--- config.mk ---
export PLATFORM = sky130hd
export DESIGN_NAME = wd279x_type1_multi
export DESIGN_NICKNAME = d
export VERILOG_FILES = /design/src/rtl/wd279x_type1_multi.sv
export SDC_FILE = /design/constraint.sdc
export NUM_CORES = 1
export LEC_CHECK = 0
export BUFFER_PORTS_ARGS = -buffer_cell sky130_fd_sc_hd__buf_4
export CAP_MARGIN = 5
export CORE_MARGIN = 4
export CORE_UTILIZATION = 52
export DETAILED_ROUTE_END_ITERATION = 8
export PLACE_DENSITY = 0.75
export SLEW_MARGIN = 40
export SYNTH_ARGS = -nofsm -noshare
export SYNTH_HDL_FRONTEND = slang
export SYNTH_SLANG_ARGS = --single-unit
--- constraint.sdc ---
create_clock -name clk -period 2.52 [get_ports clk]
set_clock_uncertainty 0.1 [all_clocks]
set_input_delay 0.252 -clock clk [delete_from_list [all_inputs] [get_ports clk]]
set_output_delay 0.252 -clock clk [all_outputs]
set_load 0.05 [all_outputs]
--- src/rtl/wd279x_type1_multi.sv ---
// wd279x_type1_multi -- Type I command executor (RESTORE, SEEK, STEP,
// STEP-IN, STEP-OUT) for a WD279x-style FDC. It keeps one physical
// head-cylinder counter per drive.
//
// Ports:
//   clk, MRn (sync active-low reset), msclk (1 ms enable), interrupt (abort)
//   command_start/command/reg_data/drive_sel  : command issue
//   reg_track_in/reg_track_out/reg_track_write : track register interface
//   id_valid/id_track/id_crc_ok                : ID field results for verify
//   INDEXn, TRK00n                             : drive sensors (active low)
//   STEPn, SDIRn, HLD                          : drive control lines
//   head_cyl                                   : cylinder of the latched drive
//   status = {0,0,HLD,SEEK_ERR,CRC_ERR,~TRK00n,~INDEXn,busy}
//   INTRQ                                      : one-cycle completion pulse
//
// Optional feature: define WD279X_HEAD_UNLOAD_EN to drop HLD after 15 idle
// index revolutions.
module wd279x_type1_multi #(
  parameter int DRIVES      = 2,
  parameter int MAX_CYL     = 81,
  parameter int INDEX_LIMIT = 5,
  parameter int SETTLE_MS   = 15,
  parameter int TEST        = 0,
  localparam int DSW        = (DRIVES > 1) ? $clog2(DRIVES) : 1
) (
  input  logic           clk,
  input  logic           MRn,
  input  logic           msclk,
  input  logic           interrupt,
  input  logic           command_start,
  input  logic [7:0]     command,
  input  logic [7:0]     reg_data,
  input  logic [DSW-1:0] drive_sel,
  input  logic [7:0]     reg_track_in,
  output logic [7:0]     reg_track_out,
  output logic           reg_track_write,
  input  logic           id_valid,
  input  logic [7:0]     id_track,
  input  logic           id_crc_ok,
  input  logic           INDEXn,
  input  logic           TRK00n,
  output logic           STEPn,
  output logic           SDIRn,
  output logic           HLD,
  output logic [7:0]     head_cyl,
  output logic [7:0]     status,
  output logic           INTRQ
);

  localparam logic [3:0] S_IDLE    = 4'd0;
  localparam logic [3:0] S_COMPARE = 4'd1;
  localparam logic [3:0] S_PULSE   = 4'd2;
  localparam logic [3:0] S_WAIT    = 4'd3;
  localparam logic [3:0] S_VERIFY  = 4'd4;
  localparam logic [3:0] S_SETTLE  = 4'd5;
  localparam logic [3:0] S_SCAN    = 4'd6;
  localparam logic [3:0] S_DONE    = 4'd7;

  localparam logic [7:0] MAX_C     = 8'(MAX_CYL);
  localparam logic [7:0] SETTLE_LD = (TEST != 0) ? 8'd2 : 8'(SETTLE_MS);
  localparam logic [7:0] IDX_LIM   = 8'(INDEX_LIMIT);

  logic [3:0]     state_q, state_d;
  logic [6:0]     cmd_q, cmd_d;
  logic [DSW-1:0] drv_q, drv_d;
  logic [7:0]     target_q, target_d;
  logic [7:0]     step_cnt_q, step_cnt_d;
  logic [7:0]     wait_q, wait_d;
  logic [7:0]     idx_cnt_q, idx_cnt_d;
  logic           stepn_q, stepn_d;
  logic           sdirn_q, sdirn_d;
  logic           hld_q, hld_d;
  logic           seek_err_q, seek_err_d;
  logic           crc_err_q, crc_err_d;
  logic [7:0]     trk_out_q, trk_out_d;
  logic           trk_wr_q, trk_wr_d;
  logic           intrq_q, intrq_d;
  logic           index_prev_q;
  logic [7:0]     head_q [DRIVES];
  logic [7:0]     head_d [DRIVES];
`ifdef WD279X_HEAD_UNLOAD_EN
  logic [3:0]     unload_q, unload_d;
`endif

  logic [7:0] cur_head;
  logic [7:0] new_head;
  logic       set_head;
  logic [7:0] rate_ld;
  logic       idx_fall;
  logic       seekish;
  logic       is_restore;
  logic       id_match;

  // RESTORE and SEEK share the compare loop and always update the track
  // register; the STEP family only does so when u is set.
  assign seekish    = (cmd_q[6:5] == 2'b00);
  assign is_restore = (cmd_q[6:4] == 3'b000);
  assign idx_fall   = index_prev_q & ~INDEXn;
  assign id_match   = id_valid && (id_track == reg_track_in);

  always_comb begin
    cur_head = '0;
    for (int unsigned i = 0; i < DRIVES; i++) begin
      if (drv_q == DSW'(i)) cur_head = head_q[i];
    end
  end

  always_comb begin
    case (cmd_q[1:0])
      2'd0:    rate_ld = 8'd6;
      2'd1:    rate_ld = 8'd12;
      2'd2:    rate_ld = 8'd20;
      default: rate_ld = 8'd30;
    endcase
    if (TEST != 0) rate_ld = 8'd2;
  end

  always_comb begin
    state_d    = state_q;
    cmd_d      = cmd_q;
    drv_d      = drv_q;
    target_d   = target_q;
    step_cnt_d = step_cnt_q;
    wait_d     = wait_q;
    idx_cnt_d  = idx_cnt_q;
    stepn_d    = stepn_q;
    sdirn_d    = sdirn_q;
    hld_d      = hld_q;
    seek_err_d = seek_err_q;
    crc_err_d  = crc_err_q;
    trk_out_d  = trk_out_q;
    trk_wr_d   = 1'b0;
    intrq_d    = 1'b0;
    set_head   = 1'b0;
    new_head   = cur_head;
`ifdef WD279X_HEAD_UNLOAD_EN
    unload_d   = unload_q;
`endif

    if (interrupt) begin
      // Abort: everything else (errors, heads, track register) is held and
      // the strobes above stay low, so no pending write or INTRQ escapes.
      state_d = S_IDLE;
      stepn_d = 1'b1;
    end else begin
      case (state_q)
        S_IDLE: begin
          if (command_start && !command[7]) begin
            cmd_d      = command[6:0];
            drv_d      = drive_sel;
            seek_err_d = 1'b0;
            crc_err_d  = 1'b0;
            hld_d      = command[3];
            step_cnt_d = '0;
`ifdef WD279X_HEAD_UNLOAD_EN
            unload_d   = '0;
`endif
            case (command[6:4])
              3'b000: begin
                target_d = '0;
                sdirn_d  = 1'b0;
                state_d  = S_COMPARE;
              end
              3'b001: begin
                target_d = reg_data;
                state_d  = S_COMPARE;
              end
              3'b010, 3'b011: state_d = S_PULSE;
              3'b100, 3'b101: begin
                sdirn_d = 1'b1;
                state_d = S_PULSE;
              end
              default: begin
                sdirn_d = 1'b0;
                state_d = S_PULSE;
              end
            endcase
          end
`ifdef WD279X_HEAD_UNLOAD_EN
          else if (hld_q && idx_fall) begin
            if (unload_q == 4'd14) begin
              hld_d    = 1'b0;
              unload_d = '0;
            end else begin
              unload_d = unload_q + 4'd1;
            end
          end
`endif
        end

        S_COMPARE: begin
          if (reg_track_in == target_q) begin
            state_d = S_VERIFY;
          end else begin
            sdirn_d = (target_q > reg_track_in);
            state_d = S_PULSE;
          end
        end

        S_PULSE: begin
          if (!sdirn_q && !TRK00n) begin
            trk_out_d = '0;
            trk_wr_d  = 1'b1;
            set_head  = 1'b1;
            new_head  = '0;
            state_d   = S_VERIFY;
          end else if (is_restore && step_cnt_q == 8'hFF) begin
            seek_err_d = 1'b1;
            state_d    = S_DONE;
          end else begin
            stepn_d  = 1'b0;
            set_head = 1'b1;
            if (sdirn_q) begin
              if (cur_head < MAX_C) new_head = cur_head + 8'd1;
            end else begin
              if (cur_head != 8'd0) new_head = cur_head - 8'd1;
            end
            if (seekish || cmd_q[4]) begin
              trk_out_d = sdirn_q ? reg_track_in + 8'd1 : reg_track_in - 8'd1;
              trk_wr_d  = 1'b1;
            end
            step_cnt_d = step_cnt_q + 8'd1;
            wait_d     = rate_ld;
            state_d    = S_WAIT;
          end
        end

        S_WAIT: begin
          if (msclk) begin
            stepn_d = 1'b1;
            if (wait_q <= 8'd1) state_d = seekish ? S_COMPARE : S_VERIFY;
            else                wait_d  = wait_q - 8'd1;
          end
        end

        S_VERIFY: begin
          if (!cmd_q[2]) begin
            state_d = S_DONE;
          end else begin
            hld_d   = 1'b1;
            wait_d  = SETTLE_LD;
            state_d = S_SETTLE;
          end
        end

        S_SETTLE: begin
          if (msclk) begin
            if (wait_q <= 8'd1) begin
              idx_cnt_d = '0;
              state_d   = S_SCAN;
            end else begin
              wait_d = wait_q - 8'd1;
            end
          end
        end

        S_SCAN: begin
          // A good-CRC match beats an index limit in the same cycle; a
          // bad-CRC match only flags CRC_ERR and lets index counting proceed.
          if (id_match && id_crc_ok) begin
            crc_err_d = 1'b0;
            state_d   = S_DONE;
          end else begin
            if (id_match) crc_err_d = 1'b1;
            if (idx_fall) begin
              if ((idx_cnt_q + 8'd1) >= IDX_LIM) begin
                seek_err_d = 1'b1;
                state_d    = S_DONE;
              end else begin
                idx_cnt_d = idx_cnt_q + 8'd1;
              end
            end
          end
        end

        S_DONE: begin
          intrq_d = 1'b1;
          state_d = S_IDLE;
        end

        default: state_d = S_IDLE;
      endcase
    end

    for (int unsigned i = 0; i < DRIVES; i++) begin
      head_d[i] = head_q[i];
      if (set_head && drv_q == DSW'(i)) head_d[i] = new_head;
    end
  end

  always_ff @(posedge clk) begin
    index_prev_q <= INDEXn;
    if (!MRn) begin
      state_q    <= S_IDLE;
      cmd_q      <= '0;
      drv_q      <= '0;
      target_q   <= '0;
      step_cnt_q <= '0;
      wait_q     <= '0;
      idx_cnt_q  <= '0;
      stepn_q    <= 1'b1;
      sdirn_q    <= 1'b1;
      hld_q      <= 1'b0;
      seek_err_q <= 1'b0;
      crc_err_q  <= 1'b0;
      trk_out_q  <= '0;
      trk_wr_q   <= 1'b0;
      intrq_q    <= 1'b0;
      for (int unsigned i = 0; i < DRIVES; i++) head_q[i] <= '0;
`ifdef WD279X_HEAD_UNLOAD_EN
      unload_q   <= '0;
`endif
    end else begin
      state_q    <= state_d;
      cmd_q      <= cmd_d;
      drv_q      <= drv_d;
      target_q   <= target_d;
      step_cnt_q <= step_cnt_d;
      wait_q     <= wait_d;
      idx_cnt_q  <= idx_cnt_d;
      stepn_q    <= stepn_d;
      sdirn_q    <= sdirn_d;
      hld_q      <= hld_d;
      seek_err_q <= seek_err_d;
      crc_err_q  <= crc_err_d;
      trk_out_q  <= trk_out_d;
      trk_wr_q   <= trk_wr_d;
      intrq_q    <= intrq_d;
      for (int unsigned i = 0; i < DRIVES; i++) head_q[i] <= head_d[i];
`ifdef WD279X_HEAD_UNLOAD_EN
      unload_q   <= unload_d;
`endif
    end
  end

  assign reg_track_out   = trk_out_q;
  assign reg_track_write = trk_wr_q;
  assign STEPn           = stepn_q;
  assign SDIRn           = sdirn_q;
  assign HLD             = hld_q;
  assign INTRQ           = intrq_q;
  assign head_cyl        = cur_head;
  assign status          = {2'b00, hld_q, seek_err_q, crc_err_q, ~TRK00n, ~INDEXn,
                            (state_q != S_IDLE)};

endmodule

==> impl_metrics.py, run 1 <==
metrics = {
    "global_routing": {
        "gr-usage-all-layers_pct": 23.1,
        "grt_pass1_vias": 4359,
        "grt_pass1_wl_um": 21000,
        "antenna_found_initial": 0,
        "grt_max_degree": 32,
        "grt-ovfl-total": 0,
    },
    "sta": {
        "rsz0062_at_grt": "yes",
        "setup_viol": 0,
        "fin_tns_setup_ps": 0,
        "timing.final.crit_share_pct": 95.3,
        "clock.fmax_ghz": 0.417,
        "tightest_slew_ps": 723,
        "slew_headroom_pct": 50.6,
        "drv_slew": 0,
        "timing_hold_violations_final": 0,
        "period_needed_ps": 2400,
    },
    "synth": {
        "avgSynthCellArea_um2": 8.11,
        "synth_ff_type": "dfxtp_1",
        "synth_top_area_cell": "dfxtp_1",
        "ys_seq_area_share_pct": 31.1,
        "synth_commonest_cells": "74 x dfxtp_1, 56 x nor2_1, 42 x nand2_1",
        "syn_area_um2": 4760,
        "synthCells": 587,
        "synth-async-reset-ratio_pct": 0,
        "yosys.cell_types.count": 78,
        "synth_top_cell_area_share_pct": 31.1,
        "ys_top_cells_by_area": "dfxtp_1 31%, ha_1 6.8%, nor2_1 4.4%",
        "synth_edf_count": 0,
        "ys_warn_count": 0,
        "ys_ff_latch": 74,
        "synth.most_common_cell": "dfxtp_1",
    },
    "drt": {
        "drt_iter0_markers": 252,
        "viasPerCell": 5.90,
        "wirelength_um": 12300,
        "ant_nets": 0,
        "vias": 4611,
        "wire_per_inst_um": 15.8,
        "drc": 0,
        "dr.pass1.iters": 5,
    },
    "clock_network": {
        "cts_buffers": 9,
        "cts_htree_levels": 3,
        "path_clk_slew_ps": 80,
        "cts-root-buf": "clkbuf_8",
        "cts_max_path_buffers": 2,
        "cts_tree": "yes",
        "clk-insertion-delay-late_ps": 350,
        "clock_sinks": 74,
    },
    "min_path": {
        "hold_class": "in -> reg",
    },
    "status": {
        "status": "finished clean",
    },
    "layout": {
        "antenna-diode-count": 0,
        "drive_gt1_share_pct": 21.8,
        "syn_to_final_growth_pct": 21.0,
        "stdcell_count": 781,
        "fill_cells": 744,
        "nNetsFinal": 737,
    },
    "power_and_ir_drop": {
        "p_leak_nw": 2.34,
        "power_density_nw_per_um2": 429,
        "vdd.ir_drop.worst_mv": 0.272,
    },
    "floorplanning": {
        "io_pins": 71,
        "initial_utilization_pct": 54.1,
        "die_width_um": 104,
        "core_um2": 8810,
        "num_rows": 34,
        "die_h_um": 104,
        "die_area_um2": 10800,
    },
    "worst_setup_path": {
        "worstSetupStartpoint": "wait_q[2]",
        "r2r.worst_path.cells": 6,
        "end_kind": "register",
        "cp-start-kind": "register",
        "crit_required_ps": 2690,
        "cp.depth": 6,
        "worstPathArrival_ps": 2570,
        "path_delay_family": "simple AND/OR/NAND/NOR gates",
        "endpoint": "idx_cnt_q[2]",
        "reg2reg_from": "wait_q[2]",
        "r2r-end": "idx_cnt_q[2]",
        "r2r_slack_ps": 120,
        "path_class": "reg -> reg",
        "cp_num_buf_inv": 0,
        "max_stage_delay_ps": 540,
        "crit_chain": "or3_4 > or4_4 > nor4_4 > a31oi_1 > or4b_1 > a21oi_1",
        "worstPathMaxFanout": 4,
        "critPathSlowestCell": "or4_4",
    },
    "run": {
        "maxCapViolCount": 0,
    },
    "place": {
        "gp_congestion": 0.962,
        "io_buffers": 68,
        "dpl.cell_count": 762,
        "hpwl_um": 9530,
    },
}
-- repair_timing --
| item | CTS | global route |
|---|---|---|
| endpoints found under the setup margin | 0 | 23 |
| buffers inserted | 0 | 2 |
| gates resized for setup | 0 | 17 |
| endpoints found under the hold margin | 1 | 0 |
| hold buffers | 1 | 0 |
-- kinds of logic after synthesis --
family          share of synthesized area, %
compound gates                          21.7
xor+xnor                                4.97
fa+ha+maj                               7.25
buf+inv                                 6.62
flops                                   31.1
mux                                     3.26
other cells                           0.0788
simple gates                            25.0
-- layer usage --
layer / wire length, um / global-route usage [%]
met5: 0 / 0
met4: 224 / 8.93
met2: 5970 / 37.7
met1: 5520 / 30.9
met3: 607 / 3.42
-- cell usage in the layout (no fill, tap or decap), types with 8 or more instances in the layout --
master	synthesis	layout
a22oi_1	12	12
a21oi_1	37	35
nor2_1	56	56
inv_1	34	33
a211oi_1	8	8
clkbuf_8	3	9
xnor2_1	17	17
ha_1	26	23
o21a_1	8	8
dfxtp_1	74	73
mux2i_1	11	9
nand2_1	42	42
o21ai_0	27	27
nand3_1	31	31
buf_4	5	97
nor3_1	19	19
xor2_1	10	10
or3_1	8	8
-- final cells by class --
type | count | area, um^2 | share of cell area [%]
sequential | 74 | 1480 | 25.7
multi-input combinational | 448 | 3070 | 53.3
tap | 108 | 135 | 2.35
timing repair buffer | 99 | 753 | 13.1
clock buffer | 10 | 128 | 2.22
clock inverter | 6 | 57.6 | 0.999
inverter | 36 | 135 | 2.35
-- report_power, final --
part / total (W) / switching [W] / internal (W)
Combinational: 0.000380 / 0.000218 / 0.000163
Clock: 0.000895 / 0.000444 / 0.000451
Sequential: 0.00120 / 0.0000134 / 0.00118
Total: 0.00247 / 0.000675 / 0.00180
-- state kept, by name, summed over array words and instances, names as in the netlist --
register / count
index_prev_q: 1
INTRQ: 1
seek_err_q: 1
reg_track_write: 1
drv_q: 1
SDIRn: 1
crc_err_q: 1
state_q: 3
step_cnt_q: 8
target_q: 8
STEPn: 1
reg_track_out: 8
wait_q: 8
cmd_q: 6
head_q: 16
idx_cnt_q: 8
HLD: 1
-- worst min-delay path by stage --
stage / from / endpoint / slack, ps / cells past startpoint
floorplan: INDEXn / index_prev_q / 180 / 0
global placement: INDEXn / index_prev_q / 270 / 1
detailed placement: INDEXn / index_prev_q / 270 / 1
CTS: command[0] / cmd_q[0] / 30 / 3
global route: command[0] / cmd_q[0] / 60 / 3
finish: command[0] / cmd_q[0] / 40 / 3
-- worst min-delay path: stages --
cell     delay, ps
buf_4           70
mux2i_1         50
nor2_1          70
-- through the flow --
step / cell area [um^2] / total power, W / setup slack, ps / util (%) / hold slack (ps)
2_1_floorplan: 4800 / 0.00146 / 2.16 / - / 180
3_3_place_gp: 5470 / 0.00159 / 105 / 62.1 / 266
3_5_place_dp: 5470 / 0.00159 / 29.1 / 62.1 / 267
4_1_cts: 5660 / 0.00248 / 8.43 / 64.3 / 34.3
5_1_grt: 5760 / 0.00258 / -11.6 / 65.4 / 63.7
6_report: 5760 / 0.00247 / 120 / 65.4 / 39.5
No activity file was read; power rests on OpenSTA's default activity.
==> inputs of run 2 (changes only) <==
==> constraint.sdc (replaced) <==
create_clock -name clk -period 2.52 [get_ports clk]
set_clock_uncertainty 0.1 [all_clocks]
set_input_delay 0.504 -clock clk [delete_from_list [all_inputs] [get_ports clk]]
set_output_delay 0.504 -clock clk [all_outputs]
set_load 0.05 [all_outputs]
==> run 2 against run 1 <==
Sequential cell count stayed put. Sequential power about the same. Count of clock-buffer cells in the layout shrank 1. Largest power group unchanged. Via count increased by 0.87%. Utilization grew 0.21 points. Combinational power increased by 3%. Global-route usage down 0.36 points. Critical path depth up 2.
==> impl_metrics.py, run 2 (synthesis gave the netlist of run 1 again) <==
metrics = {
    "power_and_ir_drop": {
        "vdd.ir_drop.worst_mv": 0.317,
        "intPower_w": 0.00180,
        "pwr-share-clk_pct": 36.3,
        "switching_power_w": 0.000684,
        "power_density_nw_per_um2": 430,
        "power.total_w": 0.00249,
        "pwr-share-comb_pct": 15.7,
        "switching_share_pct": 27.5,
        "p_leak_nw": 2.35,
        "seq_power_share_pct": 48.1,
    },
    "min_path": {
        "min_from": "INDEXn",
        "min_to": "index_prev_q",
        "whs_path_depth": 1,
        "hold_class": "in -> reg",
    },
    "sta": {
        "timing.final.crit_share_pct": 97.2,
        "slew_headroom_pct": 60.3,
        "tightest_slew_ps": 580,
        "period_needed_ps": 2450,
        "timing_hold_violations_final": 0,
        "setup_viol": 0,
        "drv_slew": 0,
        "postLayoutSetupSlackWorst_ps": 71.3,
        "clock.fmax_ghz": 0.408,
    },
    "floorplanning": {
        "core_um2": 8810,
        "die_h_um": 104,
        "io_pins": 71,
        "num_rows": 34,
        "die_area_um2": 10800,
        "initial_utilization_pct": 54.1,
        "die_width_um": 104,
    },
    "global_routing": {
        "antenna_found_initial": 0,
        "gr-usage-all-layers_pct": 22.7,
        "grt_pass1_vias": 4417,
        "grt_max_degree": 30,
        "grt_pass1_wl_um": 20700,
        "grt-ovfl-total": 0,
    },
    "worst_setup_path": {
        "r2r-end": "head_q[0][5]",
        "cp_num_buf_inv": 2,
        "cp-start-kind": "register",
        "worstPathArrival_ps": 2600,
        "end_kind": "register",
        "max_stage_delay_ps": 400,
        "r2r.worst_path.cells": 8,
        "reg2reg_from": "drv_q",
        "critPathSlowestCell": "dfxtp_4",
        "cp_common_cell": "or3_1",
        "worstPathMaxFanout": 26,
        "path_delay_family": "simple AND/OR/NAND/NOR gates",
        "r2r_slack_ps": 70,
        "crit_chain": "buf_12 > mux2i_4 > inv_1 > or3_1 > or3_1 > a211oi_1 > nor2_1 > o21ai_0",
        "path_class": "reg -> reg",
        "crit_required_ps": 2670,
    },
    "place": {
        "post-place-ws_ps": 22.5,
        "hpwl_um": 9550,
        "io_buffers": 68,
        "dpl_cell_area_um2": 5500,
        "gp_congestion": 0.975,
        "dpl.cell_count": 764,
    },
    "clock_network": {
        "clk-insertion-delay-late_ps": 350,
        "clock_sinks": 74,
        "cts_tree": "yes",
        "cts-root-buf": "clkbuf_8",
        "postCtsSetupBuffers": 0,
        "cts_buffers": 9,
        "cts_htree_levels": 3,
        "cts_max_path_buffers": 2,
        "path_clk_slew_ps": 80,
    },
    "layout": {
        "largest_register": "head_q",
        "multiInputGateArea_um2": 3080,
        "fill_cells": 736,
        "stdcell_count": 780,
        "utilization_pct": 65.6,
        "nNetsFinal": 736,
        "final_common_cell": "buf_4",
        "largest_reg_flops": 16,
        "final_area_um2": 5780,
        "layout_common_cells": "97 x buf_4, 73 x dfxtp_1, 56 x nor2_1",
        "regArea_um2": 1490,
        "antenna-diode-count": 0,
        "syn_to_final_growth_pct": 21.4,
        "drive_gt1_share_pct": 22.2,
    },
    "drt": {
        "drt_iter0_markers": 293,
        "ant_nets": 0,
        "vias": 4651,
        "wirelength_um": 12500,
        "wire_per_inst_um": 16.1,
        "dr.pass1.iters": 5,
        "drc": 0,
        "viasPerCell": 5.96,
    },
    "status": {
        "status": "finished clean",
    },
    "run": {
        "maxCapViolCount": 0,
    },
}
[run 2: worst max-delay path by stage]
stage / start / endpoint / slack [ps] / cells after the start
2_1_floorplan: SDIRn / step_cnt_q[7] / 2 / 6
3_3_place_gp: drv_q / head_q[0][9] / 160 / 8
3_5_place_dp: drv_q / head_q[0][5] / 20 / 8
4_1_cts: drv_q / head_q[0][9] / 20 / 8
5_1_grt: drv_q / head_q[0][9] / -2 / 9
6_report: drv_q / head_q[0][5] / 70 / 8
[run 2: repair_timing]
| action | 4_1_cts | 5_1_grt |
|---|---|---|
| pin swaps | 0 | 1 |
| resized for setup | 1 | 17 |
| hold buffers | 0 | 0 |
| endpoints found under the setup margin | 1 | 22 |
| gates cloned | 0 | 0 |
[run 2: through the flow]
step	hold WS [ps]	setup TNS (ps)
after floorplan	332	0
after global placement	347	0
after detailed placement	353	0
after CTS	143	0
after global routing	143	-1.70
final	159	0
[run 2: layer usage]
metal / vias up / share of wire (%) / wire [um] / GRT usage, %
met5: - / 0 / 0 / 0
met4: 0 / 2.9 / 363 / 8.74
met3: 30 / 6.0 / 749 / 3.61
met2: 157 / 47 / 5900 / 37.6
met1: 2153 / 44 / 5530 / 29.9
li1: 2311 / - / - / -
[run 2: cell type report]
class | count | share of cell area, %
Clock buffer | 9 | 2.14
Timing Repair Buffer | 98 | 12.9
Multi-Input combinational cell | 448 | 53.4
Sequential cell | 74 | 25.7
Inverter | 36 | 2.34
Tap cell | 108 | 2.34
Clock inverter | 7 | 1.17
[run 2: power groups by stage]
stage,clock network [W],logic (W),registers [W]
floorplan,0,0.000227,0.00124
global placement,0,0.000371,0.00122
detailed placement,0,0.000378,0.00122
CTS,0.000926,0.000380,0.00119
global route,0.000969,0.000425,0.00120
finish,0.000902,0.000390,0.00119
